`src/rtl/z80_bus_pkg.sv`:
```
`default_nettype none
// ============================================================================
//  Module      : z80_bus_pkg
//  Description : Shared types and constants for the Z80 bus bridge and any
//                other logic that classifies Z80 bus cycles.
//  Revision    : 1.0 - initial release
// ============================================================================
package z80_bus_pkg;

  // Bridge transaction states
  typedef enum logic [1:0] {
    IDLE = 2'd0,
    REQ  = 2'd1,
    DONE = 2'd2
  } bus_state_t;

  // Classification of the current Z80 bus cycle
  typedef enum logic [2:0] {
    NONE    = 3'd0,
    MEM_RD  = 3'd1,
    MEM_WR  = 3'd2,
    IO_RD   = 3'd3,
    IO_WR   = 3'd4,
    INTA    = 3'd5,
    REFRESH = 3'd6
  } cycle_class_t;

  // Value the CPU sees when nothing real answers (open bus)
  localparam logic [7:0] Z80_IDLE_DATA = 8'hFF;

  // True for the cycle classes that carry data from CPU to the port
  function automatic logic is_write_class(input cycle_class_t c);
    return (c == MEM_WR) || (c == IO_WR);
  endfunction

endpackage
`default_nettype wire

```
`src/rtl/z80_cycle_decode.sv`:
```
`default_nettype none
// ============================================================================
//  Module      : z80_cycle_decode
//  Description : Purely combinational Z80 strobe decoder. Maps the raw
//                control strobes onto a single cycle_class_t value.
//  Revision    : 1.0 - initial release
// ============================================================================
module z80_cycle_decode
  import z80_bus_pkg::*;
(
  input  logic         m1_n,
  input  logic         mreq_n,
  input  logic         iorq_n,
  input  logic         rd_n,
  input  logic         wr_n,
  input  logic         rfsh_n,
  output cycle_class_t cls
);

  // Strobe combinations are mutually exclusive on a legal bus; the order only
  // matters for illegal overlaps, where memory writes win.
  always_comb begin
    cls = NONE;
    if (!mreq_n && !wr_n) begin
      cls = MEM_WR;
    end else if (!mreq_n && !rd_n && rfsh_n) begin
      cls = MEM_RD;
    end else if (!mreq_n && !rfsh_n) begin
      cls = REFRESH;
    end else if (!iorq_n && !m1_n) begin
      cls = INTA;
    end else if (!iorq_n && !wr_n) begin
      cls = IO_WR;
    end else if (!iorq_n && !rd_n) begin
      cls = IO_RD;
    end
  end

endmodule
`default_nettype wire

```
`src/rtl/z80_bus_bridge.sv`:
```
`default_nettype none
// ============================================================================
//  Module      : z80_bus_bridge
//  Description : Turns qualifying Z80 bus cycles into single requests on a
//                valid/ack memory port, stretching the CPU with wait_n until
//                the port answers. Read data is held on di.
//                Optional: define Z80_IO_BRIDGE_EN to forward I/O cycles to
//                the port (mem_io = 1); otherwise I/O is handled locally.
//  Revision    : 1.0 - initial release
// ============================================================================
module z80_bus_bridge
  import z80_bus_pkg::*;
#(
  parameter logic [7:0] IDLE_DATA      = Z80_IDLE_DATA,
  parameter int         TIMEOUT_CYCLES = 255
) (
  input  logic        clk,
  input  logic        reset_n,
  input  logic        m1_n,
  input  logic        mreq_n,
  input  logic        iorq_n,
  input  logic        rd_n,
  input  logic        wr_n,
  input  logic        rfsh_n,
  input  logic [15:0] A,
  input  logic [7:0]  dout,
  output logic        wait_n,
  output logic [7:0]  di,
  output logic        mem_req,
  output logic        mem_we,
  output logic        mem_io,
  output logic [15:0] mem_addr,
  output logic [7:0]  mem_wdata,
  input  logic        mem_ack,
  input  logic [7:0]  mem_rdata,
  output logic        bus_err
);

  // A zero timeout still needs a 1-bit counter to keep the logic legal
  localparam int             CNT_W    = (TIMEOUT_CYCLES > 0) ? $clog2(TIMEOUT_CYCLES + 1) : 1;
  localparam logic [CNT_W-1:0] CNT_LAST = CNT_W'(TIMEOUT_CYCLES - 1);

  cycle_class_t      cls;
  logic              active;
  logic              local_fill;
  logic              cls_io;
  logic              timeout_hit;

  bus_state_t        state_q, state_d;
  logic              mem_req_q, mem_req_d;
  logic              mem_we_q, mem_we_d;
  logic              mem_io_q, mem_io_d;
  logic [15:0]       mem_addr_q, mem_addr_d;
  logic [7:0]        mem_wdata_q, mem_wdata_d;
  logic [7:0]        di_q, di_d;
  logic              bus_err_q, bus_err_d;
  logic [CNT_W-1:0]  cnt_q, cnt_d;

  z80_cycle_decode u_decode (
    .m1_n   (m1_n),
    .mreq_n (mreq_n),
    .iorq_n (iorq_n),
    .rd_n   (rd_n),
    .wr_n   (wr_n),
    .rfsh_n (rfsh_n),
    .cls    (cls)
  );

`ifdef Z80_IO_BRIDGE_EN
  // I/O cycles travel to the port like memory cycles
  assign active     = (cls == MEM_RD) || (cls == MEM_WR) || (cls == IO_RD) || (cls == IO_WR);
  assign local_fill = (cls == INTA);
  assign cls_io     = (cls == IO_RD) || (cls == IO_WR);
`else
  // I/O reads answer open-bus locally, I/O writes vanish, mem_io stays 0
  assign active     = (cls == MEM_RD) || (cls == MEM_WR);
  assign local_fill = (cls == INTA) || (cls == IO_RD);
  assign cls_io     = 1'b0;
`endif

  assign timeout_hit = (TIMEOUT_CYCLES != 0) && (cnt_q == CNT_LAST);

  // State and datapath registers
  always_ff @(posedge clk or negedge reset_n) begin
    if (!reset_n) begin
      state_q     <= IDLE;
      mem_req_q   <= 1'b0;
      mem_we_q    <= 1'b0;
      mem_io_q    <= 1'b0;
      mem_addr_q  <= 16'h0000;
      mem_wdata_q <= 8'h00;
      di_q        <= IDLE_DATA;
      bus_err_q   <= 1'b0;
      cnt_q       <= '0;
    end else begin
      state_q     <= state_d;
      mem_req_q   <= mem_req_d;
      mem_we_q    <= mem_we_d;
      mem_io_q    <= mem_io_d;
      mem_addr_q  <= mem_addr_d;
      mem_wdata_q <= mem_wdata_d;
      di_q        <= di_d;
      bus_err_q   <= bus_err_d;
      cnt_q       <= cnt_d;
    end
  end

  // Next-state: one request per CPU cycle, released once the strobes drop
  always_comb begin
    state_d = state_q;
    case (state_q)
      IDLE:    if (active) state_d = REQ;
      REQ:     if (mem_ack || timeout_hit) state_d = DONE;
      DONE:    if (!active) state_d = IDLE;
      default: state_d = IDLE;
    endcase
  end

  // Datapath updates: latch on issue, capture read data or abort on timeout
  always_comb begin
    mem_req_d   = mem_req_q;
    mem_we_d    = mem_we_q;
    mem_io_d    = mem_io_q;
    mem_addr_d  = mem_addr_q;
    mem_wdata_d = mem_wdata_q;
    di_d        = di_q;
    bus_err_d   = bus_err_q;
    cnt_d       = cnt_q;
    if (state_q == REQ) begin
      cnt_d = cnt_q + 1'b1;
      if (mem_ack) begin
        mem_req_d = 1'b0;
        if (!mem_we_q) di_d = mem_rdata;
      end else if (timeout_hit) begin
        mem_req_d = 1'b0;
        di_d      = IDLE_DATA;
        bus_err_d = 1'b1;
      end
    end else if (state_q == IDLE && active) begin
      mem_req_d   = 1'b1;
      mem_we_d    = is_write_class(cls);
      mem_io_d    = cls_io;
      mem_addr_d  = A;
      mem_wdata_d = dout;
      cnt_d       = '0;
    end else if (local_fill) begin
      di_d = IDLE_DATA;
    end
  end

  // The CPU is held in reset alongside the bridge, so never stall it then
  assign wait_n    = !(reset_n && active && (state_q != DONE));
  assign di        = di_q;
  assign mem_req   = mem_req_q;
  assign mem_we    = mem_we_q;
  assign mem_io    = mem_io_q;
  assign mem_addr  = mem_addr_q;
  assign mem_wdata = mem_wdata_q;
  assign bus_err   = bus_err_q;

endmodule
`default_nettype wire

```
`config.mk`:
```
export PLATFORM = sky130hd
export DESIGN_NAME = z80_bus_bridge
export DESIGN_NICKNAME = d
export VERILOG_FILES = /design/src/rtl/z80_bus_pkg.sv /design/src/rtl/z80_cycle_decode.sv /design/src/rtl/z80_bus_bridge.sv
export SDC_FILE = /design/constraint.sdc
export NUM_CORES = 1
export LEC_CHECK = 0
export CORE_MARGIN = 4
export CORE_UTILIZATION = 39
export CTS_CLUSTER_SIZE = 40
export DETAILED_ROUTE_END_ITERATION = 10
export PLACE_DENSITY_LB_ADDON = 0.3
export SYNTH_ARGS = -nofsm -noshare
export SYNTH_HDL_FRONTEND = slang
export SYNTH_SLANG_ARGS = --single-unit
```
`constraint.sdc`:
```
create_clock -name clk -period 1.3 [get_ports clk]
set_input_delay 0.26 -clock clk [delete_from_list [all_inputs] [get_ports clk]]
set_output_delay 0.26 -clock clk [all_outputs]
set_load 0.005 [all_outputs]
```
Yosys cells after proc, flatten, opt, wreduce, memory -nomap -nowiden --
Index checks and enable logic that the tools add are counted.
Cells by class: equal/unequal tests 15, $add $sub $neg 1, bitwise operators 2, muxes and demuxes 22, reductions and logical operators 29
Operator list (number):
- 8-bit 2-to-1 mux | 8
- 3-bit 2-to-1 mux | 5
- 1-bit logical AND | 10
- 2-bit inequality test (second input constant) | 5
- 8-bit by 1-bit adder with 8-bit output (second input constant) | 1
- 8-bit equality test (second input constant) | 1
- 2-bit 2-to-1 mux | 4
- 1-bit logical NOT | 7
- 3-bit by 2-bit equality test with 1-bit output (second input constant) | 2
- 3-bit equality test (second input constant) | 2
- 3-bit inequality test (second input constant) | 2
- 2-bit case mux with 3 select lines | 1
- 3-bit AND reduction | 2
- 1-bit logical OR | 4
- 1-bit 2-to-1 mux | 4
- 2-bit AND reduction | 2
- 4-bit AND reduction | 1
- 2-bit nonzero test | 2
- 3-bit by 1-bit equality test with 1-bit output (second input constant) | 1
- 2-bit by 1-bit equality test with 1-bit output (second input constant) | 1
- 2-bit equality test (second input constant) | 1
- 2-bit logical NOT | 1
- 1-bit inverter | 2
Storage, ports and cells: register bits after elaboration 45, word-level logic and storage cells 77, bits of input ports 41, output and inout bits 37

Longest topological paths before layout --
Gate-level depths: netlist (run 1).
depth in word-level cells 13, depth in mapped cells 7, mapped depth without buffers 7

By module --
A second synthesis (run 1) with hierarchy kept.
Second synthesis, totals: cells, all modules 208, area total of the unflattened synthesis 1975.6 um^2
Modules (own cells, without submodules):
- z80_bus_bridge | instances 1, cells each 194, area an instance 1895.6 um^2, seq. area each 1136.1 um^2
- z80_cycle_decode | instances 1, cells each 14, area an instance 80.1 um^2, seq. area each 0.0 um^2

Worst setup path before layout (run 1) --
No wires, ideal clock.
path type register -> register, start reg cnt_q[0], end reg di_q[0] (netlist: di[0]), slack -0.167 ns, cell stages (with the launch flop) 8, required time 1.227 ns, arrival 1.394 ns, setup time 0.073 ns, clock period less this slack 1.467 ns, buffers on the path 0, path through dfrtp_1 inv_1 ha_1 nand2_1 nor3_1 o31ai_4 o21bai_4 a21oi_1
Between the ends: word-level cells in the longest chain between the ends 3
Ends and longest elaborated chain:
- start, declared | RTL line z80_bus_bridge.sv:57 | logic [CNT_W-1:0] cnt_q, cnt_d;
- start signal, assigned | RTL line z80_bus_bridge.sv:104 | cnt_q <= cnt_d;
- 8-bit equality test | RTL line z80_bus_bridge.sv:81 | assign timeout_hit = (TIMEOUT_CYCLES != 0) && (cnt_q == CNT_LAST);
- 3-bit inequality test (no source line)
- 4-bit AND reduction (no source line)
- end signal, assigned | RTL line z80_bus_bridge.sv:102 | di_q <= di_d;
- end, declared | RTL line z80_bus_bridge.sv:55 | logic [7:0] di_q, di_d;
No other way between the ends. A chain may end at the register's enable or synchronous reset.

Final worst setup path (run 1) --
start reg state_q[0], end reg di_q[6] (netlist: di[6])
Between the ends: word-level cells in the longest chain between the ends 4, elaborated cells between the ends (all ways) 9, classes of those cells 4 x eq/ne; 1 x mux; 4 x reduce/logical
Ends and longest elaborated chain:
- start, declared | RTL line z80_bus_bridge.sv:49 | bus_state_t state_q, state_d;
- start signal, assigned | RTL line z80_bus_bridge.sv:96 | state_q <= state_d;
- 2-bit logical NOT | RTL line z80_bus_bridge.sv:139 | end else if (state_q == IDLE && active) begin
- 1-bit logical AND | RTL line z80_bus_bridge.sv:139
- 2-bit inequality test (no source line)
- 4-bit AND reduction (no source line)
Several ways; a longest one is shown, not always the timed one.

==> metrics.txt, run 1 <==
row cnt 25; Post-synth ARST share 1.00; Finished Cell Area 3140 µm²; core area between 4000 and 5000 µm²; worst path cell trace buf_4 > nor2b_4 > buf_6 > a2111oi_4 > o21bai_4 > a21oi_1; Yosys reg bits 45; Chip Height 79.0 µm; min cycle time layout about 1.5 ns; dpl cell area around 3000 µm²; Total GRT Usage 0.161; crit-path max cell delay 0.42 ns; PnR worst setup slack -0.156 ns; Seq/Total Area, Yosys 0.578; largest net degree at the start of global routing 46; WL/cell 13.0 µm; drt drc 0; CP max FO 8; WP data required 1.53 ns; leakage roughly 1.6 nW; H-Tree Depth 2; critical path class reg2reg; critical path's slowest cell dfrtp_1; Yosys Warn Count 0; Setup-failing EPs final between 40 and 50; clock-pin slew of the registers on the worst-case setup and hold paths 0.08 ns; Synth Instances 210; Routed WL approximately 5 mm; fin. max-slew vios 0; crit path launch type flop; antenna viol nets, final 0; Root Buffer clkbuf_8; Hold-fix buffers, CTS 0; detailed-route via count 1756; number of flops mapped to enable cells by yosys 0; PortBufs between 70 and 80; Die ar. 6240 µm²; CTS max path bufs 2; PwrDens 1610 nW/µm²; Max IR drop VDD 1100 µV; RSZ-0062 raised after global routing yes; Mapped Nets 253; initial antenna violation count 0; CP endpoint kind flop; Skew-Pair Late Insertion Delay 0.29 ns; hold_ws roughly 0.083 ns; Hold Vio Cnt, Final 0; Crit path buffers/inverters 2; Area Growth Syn to Fin 59.5%; CTS tree yes; Pre-antenna DRT Iters 4; Hold/Removal Path Class in2async; Chip Width 79.0 µm; Final GP Congestion 0.725; clk sinks between 40 and 50; Avg Inst Size Synth 9.37 µm²; DR vias/cell 4.62; fraction of layout cells with a size suffix above 1 0.233; f_max 687 MHz; Max-slew headroom 0.633; status finished, violations left; Synth Flop Type dfrtp_1; failing checks negative setup slack; 1st-iter DRT viols 49; starting density of the core 0.408; Clock Skew 0.00797 ns; CP top delay family compound AO/OA/AOI/OAI gates; Worst EP arrival 1.68 ns; Post-Syn Area roughly 2000 µm²; Unique masters post-synth 31; vias in the first global route between 1500 and 2000; Slew @ Worst Pin 0.550 ns; GR Overflow Total 0; post-route clock period utilization 1.12; Max-cap violations 0; first-pass GRT wire length 8.00 mm; io pins 78; CTS Buf Count 5; HPWL after DPL between 3 and 4 mm; final-stage net count between 300 and 400; ant diodes 0
## synth_stat cells (all sizes together) (3+ instances only)
cell	n	share of area
dfstp	8	0.11
buf	8	0.023
a21oi	11	0.028
nand2b	3	0.013
o21ai	9	0.023
inv	10	0.019
nor2	10	0.019
nand2	78	0.15
nand3	9	0.023
nand4	4	0.013
dfrtp	37	0.47
## cell usage in the layout, fill, tap and decap left out, drive strengths merged, types with 3 or more instances in the layout
cell type	netlist	final
inv	10	10
clkbuf	2	9
dlygate4sd2	0	31
buf	8	36
nand2	78	78
a21oi	11	11
dfstp	8	8
nand3	9	9
nand2b	3	3
nand4	4	4
dfrtp	37	37
nor2	10	10
clkdlybuf4s50	0	35
o21ai	9	9
## stage by stage
stage                     power, mW  setup WS (ns)   util  std cells  TNS, ns
after floorplan                2.91        -0.0328      -        210   -0.393
after CTS                      5.00         -0.169  0.630        375    -4.85
after global placement         4.17         -0.574  0.610        363   -22.78
after detailed placement       4.21         -0.633  0.610        363   -24.18
final                          5.07         -0.156  0.651        380    -3.87
after global routing           5.44         -0.260  0.651        380    -6.59
## metal layers
layer  up-vias  share of wire  global-route usage
li1        876              -                   -
met1       831           0.42               0.187
met2        44           0.49               0.278
met3         5          0.075              0.0669
met4         0          0.010              0.0361
met5         -              0                   0
## cell type report
class | count | area [µm²]
sequential | 45 | 1140
clock buffer | 6 | 72.6
multi-input combinational | 145 | 813
clock inverter | 2 | 33.8
tap | 67 | 83.8
fill | 429 | 1680
timing repair buffer | 105 | 960
inverter | 10 | 37.5
## where the power goes
group | total (mW) | leakage, nW | switching (mW) | internal (mW)
Sequential | 2.19 | 0.552 | 0.247 | 1.94
Combinational | 1.86 | 0.997 | 0.847 | 1.01
Clock | 1.02 | 0.0528 | 0.453 | 0.568
## worst paths after layout
check	endpoint	slack, ns	start	cells after the start
max reg2reg	di[6]	-0.16	state_q[0]	6
max	di[6]	-0.16	state_q[0]	6
min	cnt_q[4]	0.08	reset_n	2
min reg2reg	di[6]	0.47	di[6]	2
min in group clk	di[6]	0.47	di[6]	2
max in group asynchronous	state_q[1]	0.81	reset_n	2
## worst register-to-register path, delay by kind of cell, from the launching register on
family                 cells  cell delay [ns]
buffers and inverters      2             0.28
DFF                        1             0.42
AOI/OAI and AO/OA          3             0.56
and+or+nand+nor            1             0.13
## registers in the layout, indices dropped and copies added (netlist names)
| name | flops |
|---|---|
| mem_addr | 16 |
| cnt_q | 8 |
| di | 8 |
| mem_wdata | 8 |
| state_q | 2 |
| bus_err | 1 |
| mem_req | 1 |
| mem_we | 1 |
## cells by family (layout without fill, tap and decap cells)
kind of cell,Yosys count,in the layout,share of synthesized area
xor+xnor,2,2,0.00891
other cells,1,1,0.00191
buf+inv,20,123,0.0458
fa+ha+maj,2,2,0.0127
compound gates,30,30,0.115
simple gates,110,110,0.238
flops,45,45,0.578
## what timing repair did
| item | CTS | global route |
|---|---|---|
| gates cloned | 0 | 2 |
| endpoints found under the hold margin | 0 | 0 |
| pin swaps | 2 | 8 |
| buffers inserted | 4 | 3 |
| gates resized for setup | 72 | 18 |
| endpoints found under the setup margin | 79 | 45 |
No activity file was read; power rests on OpenSTA's default activity.
==> run 2: changes to the inputs <==
==> constraint.sdc (replaced) <==
create_clock -name clk -period 1.3 [get_ports clk]
set_input_delay 0.195 -clock clk [delete_from_list [all_inputs] [get_ports clk]]
set_output_delay 0.195 -clock clk [all_outputs]
set_load 0.005 [all_outputs]
==> run 2 against run 1 <==
The run still ends with negative setup slack left. Global-route usage up 1.5 points. Clock-buffer cell count decreased by 1. Clock skew down 0.0048 ns. Worst hold slack got worse by 0.054 ns. Sequential share of layout area fell by 2.5 points. Die area is the same. Register-to-register slack got worse by 0.04 ns. Design area increased by 7.1%. Power grew 11%.
==> metrics.txt, run 2 (synthesized netlist as in run 1, its figures left out) <==
Area Growth Syn to Fin 70.9%; Register-to-Register Path Depth 6; Max-slew headroom 0.628; Max IR drop VDD about 840 µV; min cycle time layout 1.50 ns; CP max FO 6; Hold-fix buffers, CTS 0; drt drc 0; status finished, violations left; Sequential Power Share 0.387; Cell Int Power 3.95 mW; ant diodes 0; Die ar. 6240 µm²; PnR worst setup slack -0.198 ns; most common cell after layout, fill and taps aside nand2_1; M1 WL 2.29 mm; 1st-iter DRT viols 41; Max-cap violations 0; post-route clock period utilization 1.15; Worst EP arrival 1.68 ns; WL met2 roughly 2.6 mm; CTS tree yes; H-Tree Depth 2; dpl cell area 2950 µm²; WP data required about 1.5 ns; clock power share 0.217; commonest cells after routing, fill and taps aside nand2_1 (69), dlygate4sd2_1 (38), dfrtp_1 (37); met3 routed WL 247 µm; Placement Setup Slack -0.571 ns; leakage 1.70 nW; sw power 1.70 mW; WL/cell around 13 µm; Hold Vio Cnt, Final 0; Total GRT Usage 0.177; fin. max-slew vios 0; R2R Path End cnt_q[1]; PwrDens 1680 nW/µm²; Hold/Removal Path Class in2async; Final GP Congestion 0.840; final setup TNS -5.92 ns; io pins between 70 and 80; CP endpoint kind flop; combinational share of power 0.396; critical path class reg2reg; CTS max path bufs 2; Skew-Pair Late Insertion Delay 0.29 ns; fraction of layout cells with a size suffix above 1 0.287; hold_ws 0.0294 ns; Routed WL 5.23 mm; starting density of the core 0.408; switching share of total power 0.301; PortBufs 76; final-stage net count about 360; Clock Skew 0.00315 ns; worst reg2reg startpoint state_q[0]; GR Overflow Total 0; CTS Buf Count 5; crit path launch type flop; highest routed layer met4; Finished Cell Area 3360 µm²; HPWL after DPL 3.39 mm; clock-pin slew of the registers on the worst-case setup and hold paths 0.08 ns; Slew @ Worst Pin 0.559 ns; vias in the first global route 1859; max reg flops 16; f_max 668 MHz; fillcell total 382; antenna viol nets, final 0; clk sinks 45; Pre-antenna DRT Iters 4; row cnt 25; RSZ-0062 raised after global routing yes; largest net degree at the start of global routing 46; detailed-route via count 1820; first-pass GRT wire length 8.68 mm; Root Buffer clkbuf_8; initial antenna violation count 0; DR vias/cell 4.69; Setup-failing EPs final 43; Chip Height 79.0 µm; core area 4820 µm²; failing checks negative setup slack; Chip Width 79.0 µm; Worst R2R Setup Slack -0.20 ns
==> run 2: cell count changes in the layout (fill, tap and decap cells not counted), sizes merged <==
cell | previous run | this run
bufinv | 1 | 2
bufbuf | 0 | 1
buf | 36 | 37
clkbuf | 9 | 5
clkdlybuf4s15 | 0 | 2
dlygate4sd2 | 31 | 38
==> run 2: metal layers <==
metal / up-vias / global-route usage
met5: - / 0
met4: 0 / 0.0550
met3: 7 / 0.0397
met2: 43 / 0.310
met1: 870 / 0.216
li1: 900 / -
==> run 2: worst max-delay path by stage <==
stage                           from           end  slack, ns  cells after the start
after floorplan             cnt_q[0]         di[0]      -0.02                      7
after global placement          wr_n         di[1]      -0.52                      6
after detailed placement      rfsh_n      cnt_q[2]      -0.57                      6
after CTS                 state_q[0]  mem_addr[13]      -0.18                      5
after global routing      state_q[0]      cnt_q[7]      -0.27                      6
final                     state_q[0]      cnt_q[1]      -0.20                      6
==> run 2: timing repair <==
action                                  4_1_cts  5_1_grt
hold endpoints to repair                      0        0
pin swaps                                    29        3
endpoints found under the setup margin       77       45
setup buffers                                14        2
resized for setup                            77       11
gates cloned                                  2        0
==> run 2: per-stage QoR <==
step           total power, mW  instances   util
2_1_floorplan             2.90        210      -
5_1_grt                   6.02        388  0.698
3_5_place_dp              4.22        363  0.612
3_3_place_gp              4.18        363  0.612
4_1_cts                   5.58        386  0.687
6_report                  5.65        388  0.698
==> run 2: final cells by class <==
class | count | area, µm² | area share
sequential | 45 | 1140 | 0.338
timing repair buffer | 113 | 1080 | 0.322
multi-input combinational | 145 | 890 | 0.265
tap | 67 | 83.8 | 0.0249
clock buffer | 5 | 68.8 | 0.0205
clock inverter | 3 | 65.1 | 0.0194
inverter | 10 | 37.5 | 0.0112
==> run 2: power groups by stage <==
stage / sequential, mW / combinational, mW / clock, mW
2_1_floorplan: 2.27 / 0.630 / 0
6_report: 2.19 / 2.23 / 1.23
5_1_grt: 2.25 / 2.45 / 1.32
4_1_cts: 2.18 / 2.14 / 1.26
3_3_place_gp: 2.22 / 1.96 / 0
3_5_place_dp: 2.22 / 2.00 / 0
==> run 2: worst max-delay path: stages (launching register included) <==
cell      delay [ns]
dfrtp_1         0.39
buf_6           0.12
a2111o_2        0.44
buf_12          0.17
buf_12          0.13
nand3_2         0.07
o21ai_2         0.06
==> RTL change 1 (config.mk and constraints of run 1) <==
Put one more register stage on the output `bus_err`. The value now appears one clock later. The other outputs are not delayed to match.
--- a/src/rtl/z80_bus_bridge.sv
+++ b/src/rtl/z80_bus_bridge.sv
@@ -156,7 +156,9 @@
   assign mem_io    = mem_io_q;
   assign mem_addr  = mem_addr_q;
   assign mem_wdata = mem_wdata_q;
-  assign bus_err   = bus_err_q;
+  always_ff @(posedge clk) begin
+    bus_err <= bus_err_q;
+  end
 
 endmodule
 `default_nettype wire
Formal check against the unedited RTL: same outputs for any inputs over 10 cycles, from zero or initial values and one cycle with reset_n low; that may be too few to reach the edited logic, so the function may still have changed.
==> RTL change 1 against run 1 <==
  * The run still ends with setup timing left
  * Power fell by 0.86%
  * Cell area rose by 1.2%
  * Combinational power rose by 5%
  * Worst setup slack barely moved
  * Clock power fell by 18%
  * First-iteration DRC count rose by 39%
  * Synthesized cell count rose by 0.48%
  * Maximum frequency barely moved
  * Wire length rose by 6.3%
  * Sequential cell count rose by 1
  * Area after synthesis rose by 1.0%
  * Global-route usage rose by 0.62 points
  * Critical endpoint is now cnt_q[7]
==> RTL change 1: results (changes against run 1) <==
stage,metric,value,unit,change
outcome,outcome,"complete, but fails checks",,
outcome,violations,setup timing,,
synthesis,ys_seq_area_share,58.2,%,+0.43 points
synthesis,synth_nets,254,,+0.40%
drt,wl_met1,2240,µm,+8.3%
placed_design,port_buffers,76,,unchanged
grt,grt_pass1_vias,1798,,+0.73%
drt,wl_per_cell,13.7,µm,+5.5%
finish,nets,359,,+1.1%
critical_path,crit_end,cnt_q[7],,
sta,skew,4.03,ps,-3.94 ps
finish,drive_gt1_share,25.6,%,+2.3 points
synthesis,async_reset_ff_share,97.8,%,-2.2 points
finish,fillers,413,,-3.7%
sta,fin_ws,-157,ps,-0.480 ps
placed_design,gp_congestion,0.774,,+6.8%
grt,grt_pass1_wl,8250,µm,+3.0%
grt,antenna_found_initial,0,,unchanged
finish,largest_register_ffs,16,,unchanged
drt,wl_met2,2480,µm,+1.7%
power_and_ir_drop,ir_worst_vdd,0.730,mV,-33%
sta,tightest_slew,573,ps,+23.6 ps
cts,cts_max_path_buffers,2,,unchanged
synthesis,synth_area_leaders,"dfrtp_1, nand2_1, dfstp_2, a21oi_1, nand3_1",,
sta,final-setup-viol-count,41,,-6.8%
drt,firstDrtPassIters,4,,unchanged
critical_path,crit_fanout,33,,+25
critical_path,crit_family,compound AO/OA/AOI/OAI gates,,
sta,tns,-3650,ps,+216 ps
cts,cts_made_buffers,5,,unchanged
drt,routed_via_density,4.63,,+0.12%
sta,hold_slack,96.3,ps,+12.9 ps
placed_design,hpwl,3440,µm,+2.6%
synthesis,synth_common_cells,"nand2_1, dfrtp_1, a21oi_1",,
drt,dr_wl_met3,444,µm,+20%
critical_path,slowest_stage,dfrtp_1,,
placed_design,dp_slack,-657,ps,-23.7 ps
floorplanning,die_x,79.4,µm,+0.46%
cts,htreeDepth,2,,unchanged
critical_path,critPathArrivalTime,1630,ps,-50 ps
grt,grtUsageTotal,16.7,%,+0.62 points
cts,clk_pin_slew,80,ps,about the same
critical_path,ff2ff_path_depth,5,,-1
power_and_ir_drop,p_leak,1.62,nW,+0.96%
synthesis,synth_cell_type_count,32,,+3.2%
drt,first_iter_violations,68,,+39%
cts,clock_latency,300,ps,
finish,n_antenna_cell,0,,unchanged
## RTL change 1: cell count changes after synthesis, sizes merged
cell and delta:
dfxtp +1
## RTL change 1: stage by stage
stage	std cells	util (%)	cell area, µm²
3_5_place_dp	367	61.9	2980
3_3_place_gp	367	61.9	2980
4_1_cts	378	64.7	3120
6_report	383	65.9	3170
2_1_floorplan	211	-	2010
5_1_grt	383	65.9	3170
## RTL change 1: routing by layer
layer,vias to the layer above,GRT usage [%]
met3,9,6.88
met1,817,20.0
met5,-,0
li1,885,-
met4,0,5.15
met2,61,27.6
## RTL change 1: area by class of cell
cell class                      instances  area, µm²  share of cell area (%)
Sequential cell                        46       1160                    36.5
Timing Repair Buffer                  108        977                    30.8
Multi-Input combinational cell        145        838                    26.4
Tap cell                               67       83.8                    2.64
Clock buffer                            6       72.6                    2.29
Inverter                               10       37.5                    1.18
Clock inverter                          1       7.51                   0.237
## RTL change 1: kinds of logic (layout without fill, tap and decap cells)
kind of cell,after synthesis,count (layout),share of synthesized area [%]
other cells,1,1,0.189
simple gates,110,110,23.6
fa+ha+maj,2,2,1.26
compound gates,30,30,11.4
buf+inv,20,125,4.53
flops,46,46,58.2
xor+xnor,2,2,0.882
## RTL change 1: power by group
part / switching (mW) / leakage [nW] / total, mW / internal [mW]
Combinational: 0.881 / 1.02 / 1.96 / 1.08
Sequential: 0.252 / 0.560 / 2.22 / 1.97
Clock: 0.470 / 0.0373 / 0.839 / 0.369
Total: 1.60 / 1.62 / 5.02 / 3.42
## RTL change 1: what timing repair did
| action | in CTS | in global routing |
|---|---|---|
| cloned | 0 | 2 |
| resized for setup | 80 | 14 |
| buffers inserted | 4 | 6 |
| endpoints found under the setup margin | 79 | 50 |
| pin swaps | 5 | 5 |
==> RTL change 2 (settings of run 1) <==
Without the edit above. The parameter `TIMEOUT_CYCLES` goes from 255 to 510.
--- a/src/rtl/z80_bus_bridge.sv
+++ b/src/rtl/z80_bus_bridge.sv
@@ -12,7 +12,7 @@
   import z80_bus_pkg::*;
 #(
   parameter logic [7:0] IDLE_DATA      = Z80_IDLE_DATA,
-  parameter int         TIMEOUT_CYCLES = 255
+  parameter int         TIMEOUT_CYCLES = 510
 ) (
   input  logic        clk,
   input  logic        reset_n,
Formal check against the unedited RTL: no difference found for any inputs over 10 cycles, from zero or initial values and one cycle with reset_n low; that may be too few to reach the edited logic, so the function may still have changed.
==> RTL change 2 against run 1 <==
  * The flow still finishes with violations (setup timing)
  * Cell area grew 14%
  * Area after synthesis rose by 6.7%
  * Worst setup slack lost 170 ps
  * Wire length up 18%
  * Maximum frequency down 11%
  * Critical path depth is the same
  * Power increased by 13%
  * Sequential cell count is 1 higher
  * Synthesized cell count is 21% lower
==> RTL change 2: results (changes against run 1) <==
stage,metric,value,unit,change
cts,htreeDepth,2,,unchanged
placed_design,port_buffers,76,,unchanged
placed_design,gp_congestion,0.805,,+11%
power_and_ir_drop,pg_comb,2.45,mW,+32%
grt,grtUsageTotal,17.3,%,+1.2 points
grt,grt_max_degree,47,,+2.2%
synthesis,ys_seq_area_share,55.3,%,-2.5 points
power_and_ir_drop,p_leak,1.61,nW,+0.43%
drt,vias,1790,,+1.9%
outcome,outcome,"complete, but fails checks",,
cts,clock_latency,310,ps,+20 ps
sta,skew,8.87,ps,+0.908 ps
cts,cts_made_buffers,5,,unchanged
critical_path,critPathArrivalTime,1870,ps,+190 ps
power_and_ir_drop,ir_worst_vdd,0.868,mV,-21%
sta,final-setup-viol-count,43,,-2.3%
power_and_ir_drop,pwr-share-clk,19.3,%,-0.8 points
outcome,violations,setup timing,,
finish,nets,332,,-6.5%
cts,cts_root_buf,clkbuf_8,,
drt,drt-total-wl,5830,µm,+18%
sta,fin_ws,-330,ps,-174 ps
critical_path,crit_family,compound AO/OA/AOI/OAI gates,,
grt,antenna_found_initial,0,,unchanged
worst_hold_path,hold_class,primary input to async pin,,
synthesis,synth_nets,208,,-18%
drt,first_iter_violations,45,,-8.2%
sta,tightest_slew,582,ps,+31.9 ps
finish,fillers,376,,-12%
synthesis,synth_common_cells,"dfrtp_1, mux2_2, nor2_1",,
finish,drive_gt1_share,50.0,%,+27 points
power_and_ir_drop,switching_share,30.6,%,+0.036 points
synthesis,synth_area_leaders,"dfrtp_1, dfstp_2, mux2_2, mux2_1, a21o_2",,
grt,grt_pass1_wl,8620,µm,+7.7%
synthesis,ys_warn_count,0,,unchanged
critical_path,cp_slowest_stage_delay,390,ps,-30 ps
sta,tns,-6160,ps,-2300 ps
placed_design,hpwl,3760,µm,+12%
synthesis,synth_cell_type_count,37,,+19%
power_and_ir_drop,p_sw,1.75,mW,+13%
finish,n_antenna_cell,0,,unchanged
RTL change 2: changes by cell type after synthesis, sizes merged, moves of 3 or more:
cell          run 1  this run
a21o              2        10
a31oi             0         4
buf               8         5
mux2i             0         3
a21oi            11         5
mux2              0        24
inv              10         4
o31a              0         8
nand2            78         6
RTL change 2: per-layer routing:
layer	global-route usage, %	wire, µm	vias up
met2	27.6	2930	59
met3	8.31	536	5
li1	-	-	846
met4	4.56	54	0
met5	0	0	-
met1	20.8	2300	880
RTL change 2: logic make-up after synthesis:
logic type	synth area share [%]
compound gates	15.5
fa+ha+maj	1.19
buf+inv	2.98
flops	55.3
mux	14.3
other cells	0.179
simple gates	10.5
RTL change 2: path summary, 6_finish.rpt:
| kind | startpoint | endpoint | slack, ps | cells past startpoint |
|---|---|---|---|---|
| max in group asynchronous | reset_n | state_q[1] | 770 | 2 |
| max | cnt_q[1] | di[5] | -330 | 6 |
| min | reset_n | mem_addr[14] | 110 | 2 |
| min in group clk | bus_err | bus_err | 460 | 1 |
| min reg2reg | bus_err | bus_err | 460 | 1 |
| max reg2reg | cnt_q[1] | di[5] | -330 | 6 |
RTL change 2: final cells by class:
cell class	instances	area share, %
clock buffers	5	1.92
clock inverters	3	1.22
inverters	4	0.419
multi-input cells	108	30.3
flip-flops and latches	46	32.5
well taps	70	2.45
repair buffers	124	31.2
RTL change 2: metrics by stage:
stage               hold slack [ps]  std cells  setup slack [ps]  instance area [µm²]
floorplan                     -35.6        165              -297                 2150
global placement                452        330              -625                 3160
detailed placement              446        330              -663                 3160
CTS                             127        351              -339                 3380
global route                    164        360              -406                 3580
finish                          114        360              -330                 3580
RTL change 2: what timing repair did:
action,CTS,global route
gates cloned,2,1
pin swaps,5,17
gates resized for setup,83,54
hold buffers,0,0
endpoints found under the setup margin,81,48
buffers inserted,12,12
